## src/rtl/systolic_mm_engine_if.sv

```systemverilog
// systolic_mm_engine_if: weight-load, X-row and Y-row handshake bundle for systolic_mm_engine
interface systolic_mm_engine_if #(
   parameter int N = 3,
   parameter int K = 4,
   parameter int DATA_WIDTH = 8,
   parameter int ACC_WIDTH = 20
);
   logic                          w_load;
   logic [N*K*DATA_WIDTH-1:0]     w_data;
   logic                          x_valid;
   logic                          x_ready;
   logic [N*DATA_WIDTH-1:0]       x_data;
   logic                          x_last;
   logic                          y_valid;
   logic                          y_ready;
   logic [K*ACC_WIDTH-1:0]        y_data;
   modport master (output w_load, w_data, x_valid, x_data, x_last, y_ready,
                   input  x_ready, y_valid, y_data);
   modport slave  (input  w_load, w_data, x_valid, x_data, x_last, y_ready,
                   output x_ready, y_valid, y_data);
endinterface

```

## src/rtl/systolic_mm_engine.sv

```systemverilog
// systolic_mm_engine: weight-stationary systolic Y = X*W engine with skew/de-skew, backpressure and batch drain; SYSTOLIC_RELU_EN adds output ReLU
module systolic_mm_engine #(
   parameter int N = 3,
   parameter int K = 4,
   parameter int DATA_WIDTH = 8,
   parameter int ACC_WIDTH = 20
) (
   input  logic                clk,
   input  logic                rst_n,
   systolic_mm_engine_if.slave bus,
   output logic                busy,
   output logic                done
);
   localparam int DW = DATA_WIDTH;
   localparam int AW = ACC_WIDTH;
   localparam int L = N + K;
   typedef enum logic [1:0] {IDLE, RUN, DRAIN} state_t;
   state_t state_q, state_d;
   logic adv, x_fire, y_fire, last_out, w_loaded_q, done_q;
   logic [L-1:0] v_q, l_q;
   logic [K*AW-1:0] y_q, y_d;
   logic signed [DW-1:0] w_q [N][K];
   logic signed [DW-1:0] x_q [N][K];
   logic signed [AW-1:0] p_q [N][K];
   logic signed [DW-1:0] x_in [N];
   logic signed [AW-1:0] col [K];

   assign adv         = !(bus.y_valid && !bus.y_ready);
   assign bus.x_ready = w_loaded_q && adv && (state_q != DRAIN);
   assign x_fire      = bus.x_valid && bus.x_ready;
   assign y_fire      = bus.y_valid && bus.y_ready;
   assign last_out    = y_fire && l_q[L-1];
   assign bus.y_valid = v_q[L-1];
   assign bus.y_data  = y_q;
   assign busy        = state_q != IDLE;
   assign done        = done_q;

   for (genvar n = 0; n < N; n++) begin : g_skew
      logic signed [DW-1:0] xr;
      assign xr = x_fire ? bus.x_data[n*DW +: DW] : '0;
      if (n == 0) begin : g_nd
         assign x_in[n] = xr;
      end else begin : g_d
         logic signed [DW-1:0] s_q [n];
         // delay row n by n stages so its element meets the right partial sum
         always_ff @(posedge clk or negedge rst_n)
            if (!rst_n) s_q <= '{default: '0};
            else if (adv) begin
               s_q[0] <= xr;
               for (int j = 1; j < n; j++) s_q[j] <= s_q[j-1];
            end
         assign x_in[n] = s_q[n-1];
      end
   end

   for (genvar n = 0; n < N; n++) begin : g_pe_r
      for (genvar k = 0; k < K; k++) begin : g_pe_c
         logic signed [DW-1:0] a;
         logic signed [AW-1:0] b, m;
         logic signed [2*DW-1:0] prod;
         if (k == 0) assign a = x_in[n];
         else        assign a = x_q[n][k-1];
         if (n == 0) assign b = '0;
         else        assign b = p_q[n-1][k];
         assign prod = a * w_q[n][k];
         assign m    = AW'(prod);
         // PE: pass x right, accumulate partial sum downward
         always_ff @(posedge clk or negedge rst_n)
            if (!rst_n) begin
               x_q[n][k] <= '0;
               p_q[n][k] <= '0;
            end else if (adv) begin
               x_q[n][k] <= a;
               p_q[n][k] <= b + m;
            end
      end
   end

   for (genvar k = 0; k < K; k++) begin : g_dsk
      localparam int D = K - 1 - k;
      if (D == 0) begin : g_nd
         assign col[k] = p_q[N-1][k];
      end else begin : g_d
         logic signed [AW-1:0] d_q [D];
         // delay column k so all columns of a row land together
         always_ff @(posedge clk or negedge rst_n)
            if (!rst_n) d_q <= '{default: '0};
            else if (adv) begin
               d_q[0] <= p_q[N-1][k];
               for (int j = 1; j < D; j++) d_q[j] <= d_q[j-1];
            end
         assign col[k] = d_q[D-1];
      end
   end

   // output row ahead of the output register, optionally rectified
   always_comb begin
      y_d = '0;
      for (int i = 0; i < K; i++)
`ifdef SYSTOLIC_RELU_EN
         y_d[i*AW +: AW] = col[i][AW-1] ? '0 : col[i];
`else
         y_d[i*AW +: AW] = col[i];
`endif
   end

   // batch FSM: run until the last row is accepted, drain until it is taken
   always_comb begin
      state_d = state_q;
      if (state_q != DRAIN && x_fire) state_d = bus.x_last ? DRAIN : RUN;
      else if (state_q == DRAIN && last_out) state_d = IDLE;
   end

   // state, weights, valid/last tracking and the held output row
   always_ff @(posedge clk or negedge rst_n)
      if (!rst_n) begin
         state_q    <= IDLE;
         w_loaded_q <= 1'b0;
         done_q     <= 1'b0;
         v_q        <= '0;
         l_q        <= '0;
         y_q        <= '0;
         w_q        <= '{default: '0};
      end else begin
         state_q <= state_d;
         done_q  <= (state_q == DRAIN) && last_out;
         if (state_q == IDLE && bus.w_load) begin
            w_loaded_q <= 1'b1;
            for (int n = 0; n < N; n++)
               for (int k = 0; k < K; k++) w_q[n][k] <= bus.w_data[(n*K+k)*DW +: DW];
         end
         if (adv) begin
            v_q <= {v_q[L-2:0], x_fire};
            l_q <= {l_q[L-2:0], x_fire && bus.x_last};
            if (v_q[L-2]) y_q <= y_d;
         end
      end
endmodule

```

## src/flat_wrapper.sv

```systemverilog
// flat-port wrapper written by rule: the top's interface ports become plain ports
module systolic_mm_engine_flat 
#(
   parameter int N = 3,
   parameter int K = 4,
   parameter int DATA_WIDTH = 8,
   parameter int ACC_WIDTH = 20
)
  (clk, rst_n, busy, done, bus_w_load, bus_w_data, bus_x_valid, bus_x_data, bus_x_last, bus_y_ready, bus_x_ready, bus_y_valid, bus_y_data);
  systolic_mm_engine_if #(.N(N), .K(K), .DATA_WIDTH(DATA_WIDTH), .ACC_WIDTH(ACC_WIDTH)) bus_i ();
  input  logic clk;
  input  logic rst_n;
  output logic busy;
  output logic done;
  input wire logic [$bits(bus_i.w_load)-1:0] bus_w_load;
  input wire logic [$bits(bus_i.w_data)-1:0] bus_w_data;
  input wire logic [$bits(bus_i.x_valid)-1:0] bus_x_valid;
  input wire logic [$bits(bus_i.x_data)-1:0] bus_x_data;
  input wire logic [$bits(bus_i.x_last)-1:0] bus_x_last;
  input wire logic [$bits(bus_i.y_ready)-1:0] bus_y_ready;
  output wire logic [$bits(bus_i.x_ready)-1:0] bus_x_ready;
  output wire logic [$bits(bus_i.y_valid)-1:0] bus_y_valid;
  output wire logic [$bits(bus_i.y_data)-1:0] bus_y_data;
  assign bus_i.w_load = bus_w_load;
  assign bus_i.w_data = bus_w_data;
  assign bus_i.x_valid = bus_x_valid;
  assign bus_i.x_data = bus_x_data;
  assign bus_i.x_last = bus_x_last;
  assign bus_i.y_ready = bus_y_ready;
  assign bus_x_ready = bus_i.x_ready;
  assign bus_y_valid = bus_i.y_valid;
  assign bus_y_data = bus_i.y_data;
  systolic_mm_engine #(.N(N), .K(K), .DATA_WIDTH(DATA_WIDTH), .ACC_WIDTH(ACC_WIDTH)) u_core (.clk(clk), .rst_n(rst_n), .bus(bus_i), .busy(busy), .done(done));
endmodule
```

## config.mk

```make
export PLATFORM = sky130hd
export DESIGN_NAME = systolic_mm_engine_flat
export DESIGN_NICKNAME = d
export VERILOG_FILES = /design/src/rtl/systolic_mm_engine_if.sv /design/src/rtl/systolic_mm_engine.sv /design/src/flat_wrapper.sv
export SDC_FILE = /design/constraint.sdc
export NUM_CORES = 2
export LEC_CHECK = 0
export CAP_MARGIN = 30
export CORE_MARGIN = 2
export CORE_UTILIZATION = 35
export DETAILED_ROUTE_END_ITERATION = 6
export PLACE_DENSITY = 0.53
export SYNTH_ARGS = -nofsm -noshare
export SYNTH_HDL_FRONTEND = slang
export SYNTH_SLANG_ARGS = --single-unit
```

## constraint.sdc

```tcl
create_clock -name clk -period 5.8 [get_ports clk]
set_input_delay 1.74 -clock clk [delete_from_list [all_inputs] [get_ports clk]]
set_output_delay 1.74 -clock clk [all_outputs]
set_load 0.005 [all_outputs]
```

==> results.sh <==
export IMPL_wirelength_um=137000
export IMPL_port_buffer_count=209
export IMPL_grt_overflow_total=0
export IMPL_vias_per_cell=4.60
export IMPL_drt_pass1_iterations=5
export IMPL_slew_viol_final=0
export IMPL_finClkSkew_ns=0.0390
export IMPL_htreeDepth=3
export IMPL_r2r_slack_ns=0.53
export IMPL_cts_tree="yes"
export IMPL_setup_viol=0
export IMPL_reg2reg_to="u_core.col[19]"
export IMPL_yosys_warnings=0
export IMPL_die_height_um=416
export IMPL_crit_type="primary input to register"
export IMPL_max_freq_mhz=176
export IMPL_place_ws_ns=-1.31
export IMPL_n_antenna_cell=0
export IMPL_cp_required_ns=6.42
export IMPL_gp_congestion=0.843
export IMPL_netlist_cell_type_count=71
export IMPL_grt_pass1_wl_um=230000
export IMPL_critical_path_startpoint="bus_y_ready"
export IMPL_fin_ws_ns=0.129
export IMPL_timing_hold_ws_ns=0.457
export IMPL_min_path_type="register to register"
export IMPL_hold_violations=0
export IMPL_r2r_start="u_core.w_q[1]"
export IMPL_rows=151
export IMPL_clk_latency_ns=0.69
export IMPL_slew_limit_headroom_pct=44.3
export IMPL_grt_max_degree=174
export IMPL_fin_nets=7703
export IMPL_die_w_um=416
export IMPL_min_period_over_period_pct=97.8
export IMPL_crit_path_end_kind="register"
export IMPL_maxCapViolCount=0
export IMPL_crit_arrival_ns=6.29
export IMPL_crit_end="u_core.g_pe_r[1].g_pe_c[0].b[14]"
export IMPL_cts_made_buffers=82
export IMPL_drt_iter0_drc=2105
export IMPL_ys_seq_elements=622
export IMPL_core_area_mm2=0.169
export IMPL_drive_gt1_share_pct=7.36
export IMPL_cp_start_kind="primary input"
export IMPL_grt_util_all_layers_pct=16.4
export IMPL_synth_area_per_cell_um2=9.70
export IMPL_grt_pass1_vias=42121
export IMPL_ys_seq_area_share_pct=26.2
export IMPL_antenna_found_initial=0
export IMPL_yosys_top_cells_area="fa_1 29%, dfrtp_1 26%, ha_1 9.4%"
export IMPL_cts_clk_slew_worst_paths_ns=0.06
export IMPL_synth_edf_count=0
export IMPL_die_area_mm2=0.173
export IMPL_reg2reg_depth=16
export IMPL_rsz0062_at_grt="false"
export IMPL_synthCells=6123
export IMPL_via_count=39298
export IMPL_start_util_pct=35.2
export IMPL_ant_nets=0
export IMPL_synth_top_cell_by_area="fa_1"
export IMPL_syn_cell_area_mm2=0.0594
export IMPL_post_dp_hpwl_um=109000
export IMPL_synth_nets=7557
export IMPL_cp_max_fo=10
export IMPL_ys_flop_type="dfrtp_1"
export IMPL_synthArstFlopShare_pct=100
export IMPL_status="finished clean"
export IMPL_fin_crit_ns=5.67
export IMPL_wire_per_inst_um=16.0
export IMPL_drc=0
export IMPL_yosys_area_top_type_share_pct=29.0
export IMPL_root_buffer="clkbuf_16"
export IMPL_clock_tree_buffer_depth=3
export IMPL_cts_sinks=622
export IMPL_nFillCells=16977
export IMPL_tightest_slew_ns=0.835
export IMPL_io_pins=210
export IMPL_area_growth_pct=13.1
## layout by cell type, fill, tap and decap left out, types with 48 or more instances in the layout
cell and instances:
and2_1 345, a21oi_1 149, o21ai_0 156, clkbuf_16 84
dfrtp_1 622, mux2_2 172, clkdlybuf4s50_1 206, nand2_1 1147
fa_1 859, inv_1 1163, and3_1 48, nor2_1 117
ha_1 445, nand2b_1 70, buf_4 85, xnor2_1 126
## cells in the mapped netlist, types with 22 or more instances
cell         n
xnor2_1    126
fa_1       860
mux2_2     172
and2_1     346
a21o_1      46
xor2_1      43
nand2_1   1148
ha_1       448
clkbuf_1   164
a22o_1      22
and3_1      53
nand3_1     48
nor2_1     117
buf_2       68
a21oi_1    151
nand2b_1    71
inv_1     1164
o21ai_0    156
a211oi_1    27
dfrtp_1    622
## metrics by stage
step	cell area [µm²]	std cells	utilization (%)	TNS [ns]
detailed placement	64200	8399	38.0	-10.44
CTS	67100	8550	39.7	0
floorplan	59500	6123	-	-1.56
finish	67200	8552	39.8	0
global route	67200	8552	39.8	0
global placement	64200	8399	38.0	-10.07
## state kept, by name, indices dropped and copies added (netlist names)
name                    count
u_core.g_dsk.g_d.d_q       80
u_core.col                 60
u_core.g_pe_r.g_pe_c.a     88
u_core.g_pe_r.g_pe_c.b    132
u_core.v_q                  7
u_core.l_q                  7
u_core.state_q              2
u_core.done                 1
u_core.w_loaded_q           1
u_core.p_q                 60
u_core.w_q                 96
u_core.bus.y_data          80
u_core.g_skew.g_d.s_q       8
## routing by layer
metal  track usage, %  up-vias  wire length (µm)
li1                 -    19090                 -
met1             22.8    19664             66100
met2             26.7      418             63400
met3             2.20      126              4120
met4             4.60        0              3170
met5                0        -                 0
## what timing repair did
action,4_1_cts,5_1_grt
pin swaps,0,2
setup buffers,0,1
gates resized for setup,7,13
setup endpoints to repair,7,6
gates cloned,2,1
hold buffers,0,0
## critical path, cell delays in order
cell and delay [ns]:
buf_4 0.14, nand2b_4 0.16, and3_4 0.21, and2_4 0.22, and3_1 0.21, fa_1 0.50
inv_1 0.06, fa_1 0.51, inv_1 0.06, fa_1 0.47, inv_1 0.05, fa_1 0.51
inv_2 0.04, ha_4 0.21, buf_4 0.14, o21ai_2 0.08, a21oi_2 0.09, a2111o_1 0.43
a311o_1 0.36, nand3_1 0.09
## layout make-up
type	instances	area, µm²	share of cell area [%]
clock buffer	107	2310	3.44
clock inverter	42	599	0.892
timing repair buffer	306	2970	4.42
tap	2218	2780	4.13
sequential	622	15600	23.2
inverter	1164	4370	6.50
multi-input combinational	4093	38600	57.4
## worst min path at each step
stage	startpoint	to	slack [ns]	cells after the start
detailed placement	u_core.col[70]	u_core.col[70]	0.45	2
floorplan	u_core.col[0]	u_core.col[0]	0.43	2
global placement	u_core.col[70]	u_core.col[70]	0.45	2
finish	u_core.col[70]	u_core.col[70]	0.46	2
global route	u_core.col[54]	u_core.col[54]	0.48	2
CTS	u_core.g_dsk[0].g_d.d_q[24]	u_core.col[64]	0.46	2
## cell families after synthesis
group                      share of synthesized area [%]
AOI/OAI and AO/OA                                   6.18
DFF                                                 26.2
muxes                                               3.30
buffers and inverters                               9.07
xor gates and xnor gates                            2.49
adders and majority gates                           38.4
and+or+nand+nor                                     14.3
Power is left out: the tool's default activity adds up to more than one toggle a clock period on the data nets, which glitch-free logic cannot reach.
